**src/rtl/sat_trunc_fp_pkg.sv**
```systemverilog
// Default Q-format widths and a pure shift/round/saturate function shared with benches.
package sat_trunc_fp_pkg;

    localparam int SAT_NB_XI  = 20;
    localparam int SAT_NBF_XI = 12;
    localparam int SAT_NB_XO  = 8;
    localparam int SAT_NBF_XO = 7;

    typedef struct packed {
        logic        sat;
        logic [63:0] val;
    } sat_res_t;

    // x carries the raw nb_xi-bit pattern in its low bits; sign extension is done here.
    function automatic sat_res_t sat_trunc(input longint x, input int nb_xi, input int nbf_xi,
                                           input int nb_xo, input int nbf_xo, input int round);
        sat_res_t res;
        longint   v;
        longint   s;
        longint   hi;
        longint   lo;
        int       d;
        v  = x <<< (64 - nb_xi);
        v  = v >>> (64 - nb_xi);
        d  = nbf_xi - nbf_xo;
        if (round != 0 && d > 0)
            v = v + (longint'(1) <<< (d - 1));
        s  = v >>> d;
        hi = (longint'(1) <<< (nb_xo - 1)) - 1;
        lo = -hi - 1;
        res.sat = (s > hi) || (s < lo);
        if (s > hi)
            res.val = hi;
        else if (s < lo)
            res.val = lo;
        else
            res.val = s;
        return res;
    endfunction

endpackage

```
**src/rtl/sat_trunc_fp.sv**
```systemverilog
// Fixed-point requantiser: shift by NBF_XI-NBF_XO, optional round-half-up, saturate; 1-cycle registered.
// No backpressure: a new sample is taken on every edge with i_en=1, outputs hold while i_en=0.
module sat_trunc_fp
    import sat_trunc_fp_pkg::*;
#(
    parameter int NB_XI  = SAT_NB_XI,
    parameter int NBF_XI = SAT_NBF_XI,
    parameter int NB_XO  = SAT_NB_XO,
    parameter int NBF_XO = SAT_NBF_XO,
    parameter int ROUND  = 0
) (
    input  logic              clk,
    input  logic              i_srst,
    input  logic              i_en,
    input  logic [NB_XI-1:0]  i_data,
    output logic [NB_XO-1:0]  o_data,
    output logic              o_sat
);

    localparam int D   = NBF_XI - NBF_XO;
    localparam int NBS = NB_XI + 1 - D;

    if (NBF_XO > NBF_XI || (NB_XO - NBF_XO) > (NB_XI - NBF_XI) || NB_XO < 2) begin : g_bad_params
        $error("sat_trunc_fp: unsupported width combination");
    end

    localparam logic [NB_XI:0] HALF = (NB_XI+1)'(1) << ((D > 0) ? D - 1 : 0);

    // One guard bit above the input so the rounding add cannot wrap.
    logic [NB_XI:0]        ext;
    logic [NB_XI:0]        rnd;
    logic [NBS-1:0]        s;
    logic [NBS-NB_XO:0]    upper;
    logic                  clip;
    logic [NB_XO-1:0]      nxt;

    assign ext = {i_data[NB_XI-1], i_data};

    if (ROUND != 0 && D > 0) begin : g_round
        assign rnd = ext + HALF;
    end else begin : g_trunc
        assign rnd = ext;
    end

    if (D > 0) begin : g_frac
        logic unused_frac;
        assign unused_frac = ^rnd[D-1:0];
    end

    assign s = rnd[NB_XI:D];

    // Discarded integer bits plus the new sign bit must all agree, else the value is out of range.
    assign upper = s[NBS-1:NB_XO-1];
    assign clip  = !((&upper) || !(|upper));

    always_comb begin
        nxt = s[NB_XO-1:0];
        if (clip)
            nxt = s[NBS-1] ? {1'b1, {(NB_XO-1){1'b0}}} : {1'b0, {(NB_XO-1){1'b1}}};
    end

    always_ff @(posedge clk) begin
        if (i_srst) begin
            o_data <= '0;
            o_sat  <= 1'b0;
        end else if (i_en) begin
            o_data <= nxt;
            o_sat  <= clip;
        end
    end

endmodule

```
**config.mk**
```make
export PLATFORM = sky130hd
export DESIGN_NAME = sat_trunc_fp
export DESIGN_NICKNAME = d
export VERILOG_FILES = /design/src/rtl/sat_trunc_fp_pkg.sv /design/src/rtl/sat_trunc_fp.sv
export SDC_FILE = /design/constraint.sdc
export NUM_CORES = 1
export LEC_CHECK = 0
export BUFFER_PORTS_ARGS = -buffer_cell sky130_fd_sc_hd__buf_2
export CORE_MARGIN = 1
export CORE_UTILIZATION = 23
export CTS_CLUSTER_SIZE = 10
export DETAILED_ROUTE_END_ITERATION = 10
export GPL_ROUTABILITY_DRIVEN = 0
export PLACE_DENSITY_LB_ADDON = 0.12
export SYNTH_ARGS = -nofsm -noshare
export SYNTH_HDL_FRONTEND = slang
export SYNTH_SLANG_ARGS = --single-unit
```
**constraint.sdc**
```tcl
create_clock -name clk -period 1.7 [get_ports clk]
set_input_delay 0.255 -clock clk [delete_from_list [all_inputs] [get_ports clk]]
set_output_delay 0.255 -clock clk [all_outputs]
set_load 0.02 [all_outputs]
```
-- Word-level counts from Yosys, hierarchy flattened
Cells that the tools add are included.
- register bits: 9
- output and inout bits: 9
- multiplexer cells: 2
- reductions and logical operators: 5
- operator list (operator ; count):
    $mux 8 ; 2
    $reduce_and 8->1 ; 1
    $reduce_or 8->1 ; 1
    $logic_not 1->1 ; 2
    $logic_or 1x1->1 ; 1

-- Longest topological paths before layout
Gate-level depths: netlist of the first run.
- depth after elaboration: 4
- depth in mapped cells: 5
- depth with buffers taken out: 4

-- Worst setup path before layout of the first run
No wires, ideal clock.
- kind: input to register
- start point: in i_data[16]
- end point: reg o_data[6]
- setup time: 89 ps
- arrival: 1041 ps
- required time: 1611 ps
- path slack: 570 ps
- cell stages on the path: 5
- buffers on the path: 1
- cells stage by stage: nor4_2 -> nand3b_1 -> and2_4 -> buf_6 -> o32ai_4
- cells in the longest elaborated chain, start to end: 4
- elaborated cells on any way between the ends: 5
- classes of those cells: mux: 1; reduce/logical: 4
- ends and longest elaborated chain (item ; RTL line ; text):
    start: declaration ; sat_trunc_fp.sv:15 ; input logic [NB_XI-1:0] i_data,
    $reduce_or 8->1 ; sat_trunc_fp.sv:54 ; assign clip = !((&upper) || !(|upper));
    $logic_not 1->1 ; sat_trunc_fp.sv:54 ;
    $logic_or 1x1->1 * ; sat_trunc_fp.sv:54 ;
    $mux 8 * ; sat_trunc_fp.sv:58 ; if (clip)
    end signal: assignment ; sat_trunc_fp.sv:67 ; o_data <= nxt;
    end: declaration ; sat_trunc_fp.sv:16 ; output logic [NB_XO-1:0] o_data,
Every way passes the cells marked *; elsewhere a longest branch is shown, timed or not.
A chain may end at the register's enable or synchronous reset.

-- Worst setup path after layout of the first run
- start point: in i_data[16]
- end point: reg o_data[2]
The elaborated chain is that of the path after synthesis.

==> flow_metrics.tcl, run 1 <==
set metrics [dict create \
    layout_common_cells "buf_2, nor2_1, dfxtp_1" \
    htree_num_levels 1 \
    timing.rr.start "o_data[6]$_SDFFE_PP0P_" \
    path_class "input pin to flip-flop" \
    post-route-util_pct 33.4 \
    synth-simple-area-share_pct 29.9 \
    setup_tns_ps 0 \
    yosys_warnings 0 \
    final-setup-viol-count 0 \
    grt_pass1_vias 444 \
    fin_crit_sh_pct 63.3 \
    viasPerCell 4.48 \
    cts_root_buffer "clkbuf_4" \
    fmax_ghz 0.929 \
    synth.largest_area_cell "dfxtp_1" \
    p_per_area_nw_per_um2 775 \
    chipHeight_um 49.1 \
    wirelength_um 1190 \
    drt_iter0_drc 7 \
    start_kind "input pin" \
    grt_overflow 0 \
    cts_max_path_buffers 2 \
    holdCritStartpoint "i_data[11]" \
    avgRoutedWirePerCell_um 10.9 \
    syn_inst 56 \
    synth_area_um2 510 \
    fin_worst_skew_ps 0 \
    ys_seq_elements 9 \
    vdd_drop_max_uv 276 \
    synth_top_area_share_pct 35.3 \
    synthXorXnorAreaFrac_pct 0 \
    clkSlewWorstSetupHoldPaths_ps 60 \
    period_needed_ps 1080 \
    routed-wl-met3_um 55 \
    num_vias 488 \
    yosysUniqueCellTypes 20 \
    synth.area.top_cells "dfxtp_1, o32ai_2, nor2_1" \
    fin_cells 109 \
    final_common_cell "buf_2" \
    core_um2 2020 \
    io_buffers 26 \
    grt_pass1_wl_um 1960 \
    dpl.hpwl_um 878 \
    diodes 0 \
    crit_path_max_fanout 7 \
    critPathCaptureType "flip-flop" \
    cp.arrival_ps 1210 \
    fin_nets 106 \
    status "complete, no violations" \
    die_area_um2 2410 \
    place_inst 105 \
    ctsHoldBuffers 0 \
    highest_layer "met3" \
    syn-num-nets 79 \
    flow.area_growth_from_synthesis_pct 32.4 \
    finalHoldViolCount 0 \
    synth.area.mux_share_pct 1.96 \
    postSynthAreaPerCell_um2 9.12 \
    numCtsBuffers 3 \
    drcViolationCount 0 \
    ios 32 \
    synth-compound-area-share_pct 26.5 \
    drv_cap 0 \
    drv_slew 0 \
    initial_core_util_pct 25.2 \
    wl_met1_um 483 \
    fp.dieW_um 49.1 \
    drive_above_1_share_pct 48.8 \
    post_cts_resized 0 \
    relSlewSlack_pct 75.4 \
    synthAdderAreaFrac_pct 0 \
    grt_max_degree 17 \
    antenna_found_initial 0 \
    synth-seq-area-share_pct 35.3 \
    synth_top_family_by_area "simple AND/OR/NAND/NOR gates" \
    leakagePower_uw 0.000291 \
    worst_pin_slew_ps 368 \
    ant_nets 0 \
    hold_class "input pin to flip-flop" \
    crit_path_start "i_data[16]" \
    grtUsageTotal_pct 10.9 \
    met2_length_um 647 \
    first_pass_iters 3 \
    crit_required_ps 1840 \
    tritoncts "yes" \
    rsz0062_at_grt "false" \
    cts_setup_buffers 0 \
    rows 16 \
    num-fill-cells 237 \
    cts.sinks 9 \
    clk-insertion-delay-late_ps 260 \
]
==> layout make-up <==
class,count,area (µm²),area share [%]
clock buffers,4,26.3,3.89
multi-input cells,42,298,44.1
well taps,27,33.8,5.00
flip-flops and latches,9,180,26.7
repair buffers,27,138,20.4
==> per-stage QoR <==
step / worst slack (ps) / total power, µW / hold WS, ps / cell area (µm²)
6_report: 623 / 523 / 259 / 676
5_1_grt: 490 / 559 / 267 / 676
4_1_cts: 623 / 534 / 252 / 676
3_5_place_dp: 342 / 360 / 456 / 649
3_3_place_gp: 349 / 358 / 452 / 649
2_1_floorplan: 570 / 317 / 402 / 510
==> where the power goes <==
part	internal [µW]	switching, µW
clock	90.6	78.6
sequential	226	6.27
combinational	53.0	69.2
total	369	154
==> cells in the mapped netlist <==
cell	number
o32ai_4	1
buf_6	1
mux2i_1	1
dfxtp_1	9
buf_4	1
nor3_1	1
a21oi_1	2
clkbuf_1	1
buf_2	2
nor4_2	1
nand2_1	7
or2_2	1
nor2_1	15
nand3_1	1
nand4_1	2
o32ai_2	6
nand2b_1	1
nand3b_1	1
nor2b_1	1
and2_4	1
==> cells by family after synthesis <==
| kind of cell | Yosys count |
|---|---|
| flip-flops | 9 |
| buffers and inverters | 5 |
| multiplexers | 1 |
| AO/OA/AOI/OAI | 9 |
| AND/OR/NAND/NOR | 32 |
==> final timing paths <==
path	slack (ps)	end	cells past startpoint
setup / recovery	620	o_data[2]$_SDFFE_PP0P_	6
hold / removal	260	o_data[6]$_SDFFE_PP0P_	3
setup reg to reg	810	o_data[6]$_SDFFE_PP0P_	4
hold reg to reg	470	o_sat$_SDFFE_PP0P_	2
==> sequential cells by signal, indices dropped and copies added, names as in the netlist <==
register / flops
o_data: 8
o_sat: 1
==> worst max-delay path: stages <==
cell	delay (ps)
buf_2	110
nor4_2	320
a21oi_1	100
nor2b_1	120
buf_4	200
o32ai_2	100
==> routing by layer <==
metal,vias to the layer above,GRT usage [%]
li1,252,-
met1,225,12.4
met2,11,18.3
met3,0,3.74
met4,0,4.41
met5,-,0
Note: power is estimated with default switching activity, not from simulation.
==> run 2: changes to the inputs <==
--- a/config.mk
+++ b/config.mk
@@ -5,6 +5,7 @@
 export SDC_FILE = /design/constraint.sdc
 export NUM_CORES = 1
 export LEC_CHECK = 0
+export ABC_AREA = 1
 export BUFFER_PORTS_ARGS = -buffer_cell sky130_fd_sc_hd__buf_2
 export CORE_MARGIN = 1
 export CORE_UTILIZATION = 23
==> constraint.sdc (replaced) <==
create_clock -name clk -period 1.1 [get_ports clk]
set_input_delay 0.165 -clock clk [delete_from_list [all_inputs] [get_ports clk]]
set_output_delay 0.165 -clock clk [all_outputs]
set_load 0.02 [all_outputs]
==> flow_metrics.tcl, run 2 <==
set metrics [dict create \
    status "complete, no violations" \
    ant_nets 0 \
    relSlewSlack_pct 85.1 \
    synth_area_um2 472 \
    rows 16 \
    synth.area.top_cells "dfxtp_1, nand2_1, a21oi_2" \
    syn-num-nets 90 \
    layout_common_cells "buf_2, nand2_1, inv_1" \
    ctsHoldBuffers 0 \
    io_buffers 26 \
    reg_top3 "o_data (8), o_sat (1)" \
    slowest_stage "dfxtp_1" \
    wirelength_um 1050 \
    synth_edf_count 0 \
    grt_overflow 0 \
    first_pass_iters 4 \
    yosysUniqueCellTypes 15 \
    avgRoutedWirePerCell_um 8.57 \
    regMostFlops "o_data" \
    cts_max_path_buffers 2 \
    crit_path_max_fanout 2 \
    worst_pin_slew_ps 223 \
    fin_crit_sh_pct 83.3 \
    core_um2 1940 \
    yosys_warnings 0 \
    period_needed_ps 917 \
    grt_max_degree 14 \
    cp_cell_sequence "buf_2" \
    grt_pass1_wl_um 1710 \
    finalHoldViolCount 0 \
    cp.arrival_ps 750 \
    num-fill-cells 222 \
    vdd_drop_max_uv 527 \
    antenna_found_initial 0 \
    final-setup-viol-count 0 \
    leakagePower_uw 0.000341 \
    diodes 0 \
    path_class "flip-flop to output pin" \
    postSynthAreaPerCell_um2 7.04 \
    drv_cap 0 \
    chipHeight_um 47.3 \
    slowest_delay_ps 330 \
    drt_iter0_drc 4 \
    num_vias 489 \
    synth.largest_area_cell "dfxtp_1" \
    clk-insertion-delay-late_ps 260 \
    initial_core_util_pct 24.3 \
    flow.area_growth_from_synthesis_pct 38.7 \
    ys_seq_elements 9 \
    synth_top_area_share_pct 38.2 \
    synth_common_cells "nand2_1, inv_1, dfxtp_1" \
    final_common_cell "buf_2" \
    drcViolationCount 0 \
    die_area_um2 2240 \
    crit_buf_inv 1 \
    viasPerCell 3.98 \
    drive_above_1_share_pct 44.8 \
    cts_root_buffer "clkbuf_4" \
    fmax_ghz 1.09 \
    grt_pass1_vias 434 \
    async_flop_share_pct 0 \
    tritoncts "yes" \
    hold_class "input pin to flip-flop" \
    ios 32 \
    critPathCaptureType "output pin" \
    fin_worst_skew_ps 0 \
    htree_num_levels 1 \
    cts_setup_buffers 0 \
    dpl.hpwl_um 780 \
    cts.sinks 9 \
    syn_inst 67 \
    post-synth-top-count-cell "nand2_1" \
    grtUsageTotal_pct 11.3 \
    fin_nets 120 \
    clkSlewWorstSetupHoldPaths_ps 60 \
    drv_slew 0 \
    numCtsBuffers 3 \
    p_per_area_nw_per_um2 1170 \
    fp.dieW_um 47.3 \
    synth-seq-area-share_pct 38.2 \
    synth_flop_cell "dfxtp_1" \
    post-route-util_pct 33.7 \
    postPlaceCellArea_um2 628 \
    largest_reg_flops 8 \
    start_kind "flip-flop" \
    rsz0062_at_grt "false" \
    crit_family "flip-flops" \
    setup_tns_ps 0 \
    crit_required_ps 940 \
    stdcell_area_um2 654 \
    post_cts_resized 0 \
]
==> run 2: cell count changes in the layout (fill, tap and decap cells not counted), moves of 2 or more <==
cell,change
o32ai_2,-6
nor2_1,-13
nor2_2,+2
nand2_2,+2
a21oi_2,+6
inv_2,+2
o21ai_0,+7
inv_1,+10
nand2_1,+12
==> run 2: path summary, 6_finish.rpt <==
kind	start	slack, ps	end	depth (start not counted)
min	i_srst	70	o_data[7]$_SDFFE_PP0P_	2
min reg2reg	o_data[7]$_SDFFE_PP0P_	450	o_data[7]$_SDFFE_PP0P_	2
max reg2reg	o_data[6]$_SDFFE_PP0P_	450	o_data[6]$_SDFFE_PP0P_	2
max	o_data[1]$_SDFFE_PP0P_	180	o_data[1]	1
==> run 2: metal layers <==
metal | track usage, % | wire (µm) | share of wire, % | vias up
met5 | 0 | 0 | 0 | -
met4 | 5.14 | 8 | 0.76 | 0
met3 | 4.62 | 61 | 5.8 | 2
met2 | 16.4 | 459 | 44 | 15
met1 | 14.5 | 524 | 50 | 206
li1 | - | - | - | 266
==> run 2: kinds of logic after synthesis <==
family	after synthesis	synth area share, %
buffers and inverters	13	11.1
AOI/OAI and AO/OA	15	20.7
DFF	9	38.2
and+or+nand+nor	30	30.0
==> run 2: power by group <==
group	internal, µW	switching (µW)
clock network	140	117
registers	348	9.08
logic	59.2	89.6
total	547	215
==> run 2: final cells by class <==
cell class | instances | area (µm²) | area share [%]
multi-input combinational | 45 | 239 | 36.5
tap | 27 | 33.8 | 5.16
timing repair buffer | 26 | 130 | 19.9
clock buffer | 4 | 26.3 | 4.02
inverter | 12 | 45.0 | 6.88
sequential | 9 | 180 | 27.5
==> run 2: per-stage QoR <==
step | hold WS (ps) | worst slack [ps] | total power [µW] | std cells
floorplan | 234 | 245 | 451 | 67
finish | 72.9 | 183 | 762 | 123
global route | 72.7 | 125 | 821 | 123
global placement | 341 | 35.2 | 513 | 119
CTS | 63.7 | 170 | 778 | 123
detailed placement | 345 | 28.8 | 515 | 119
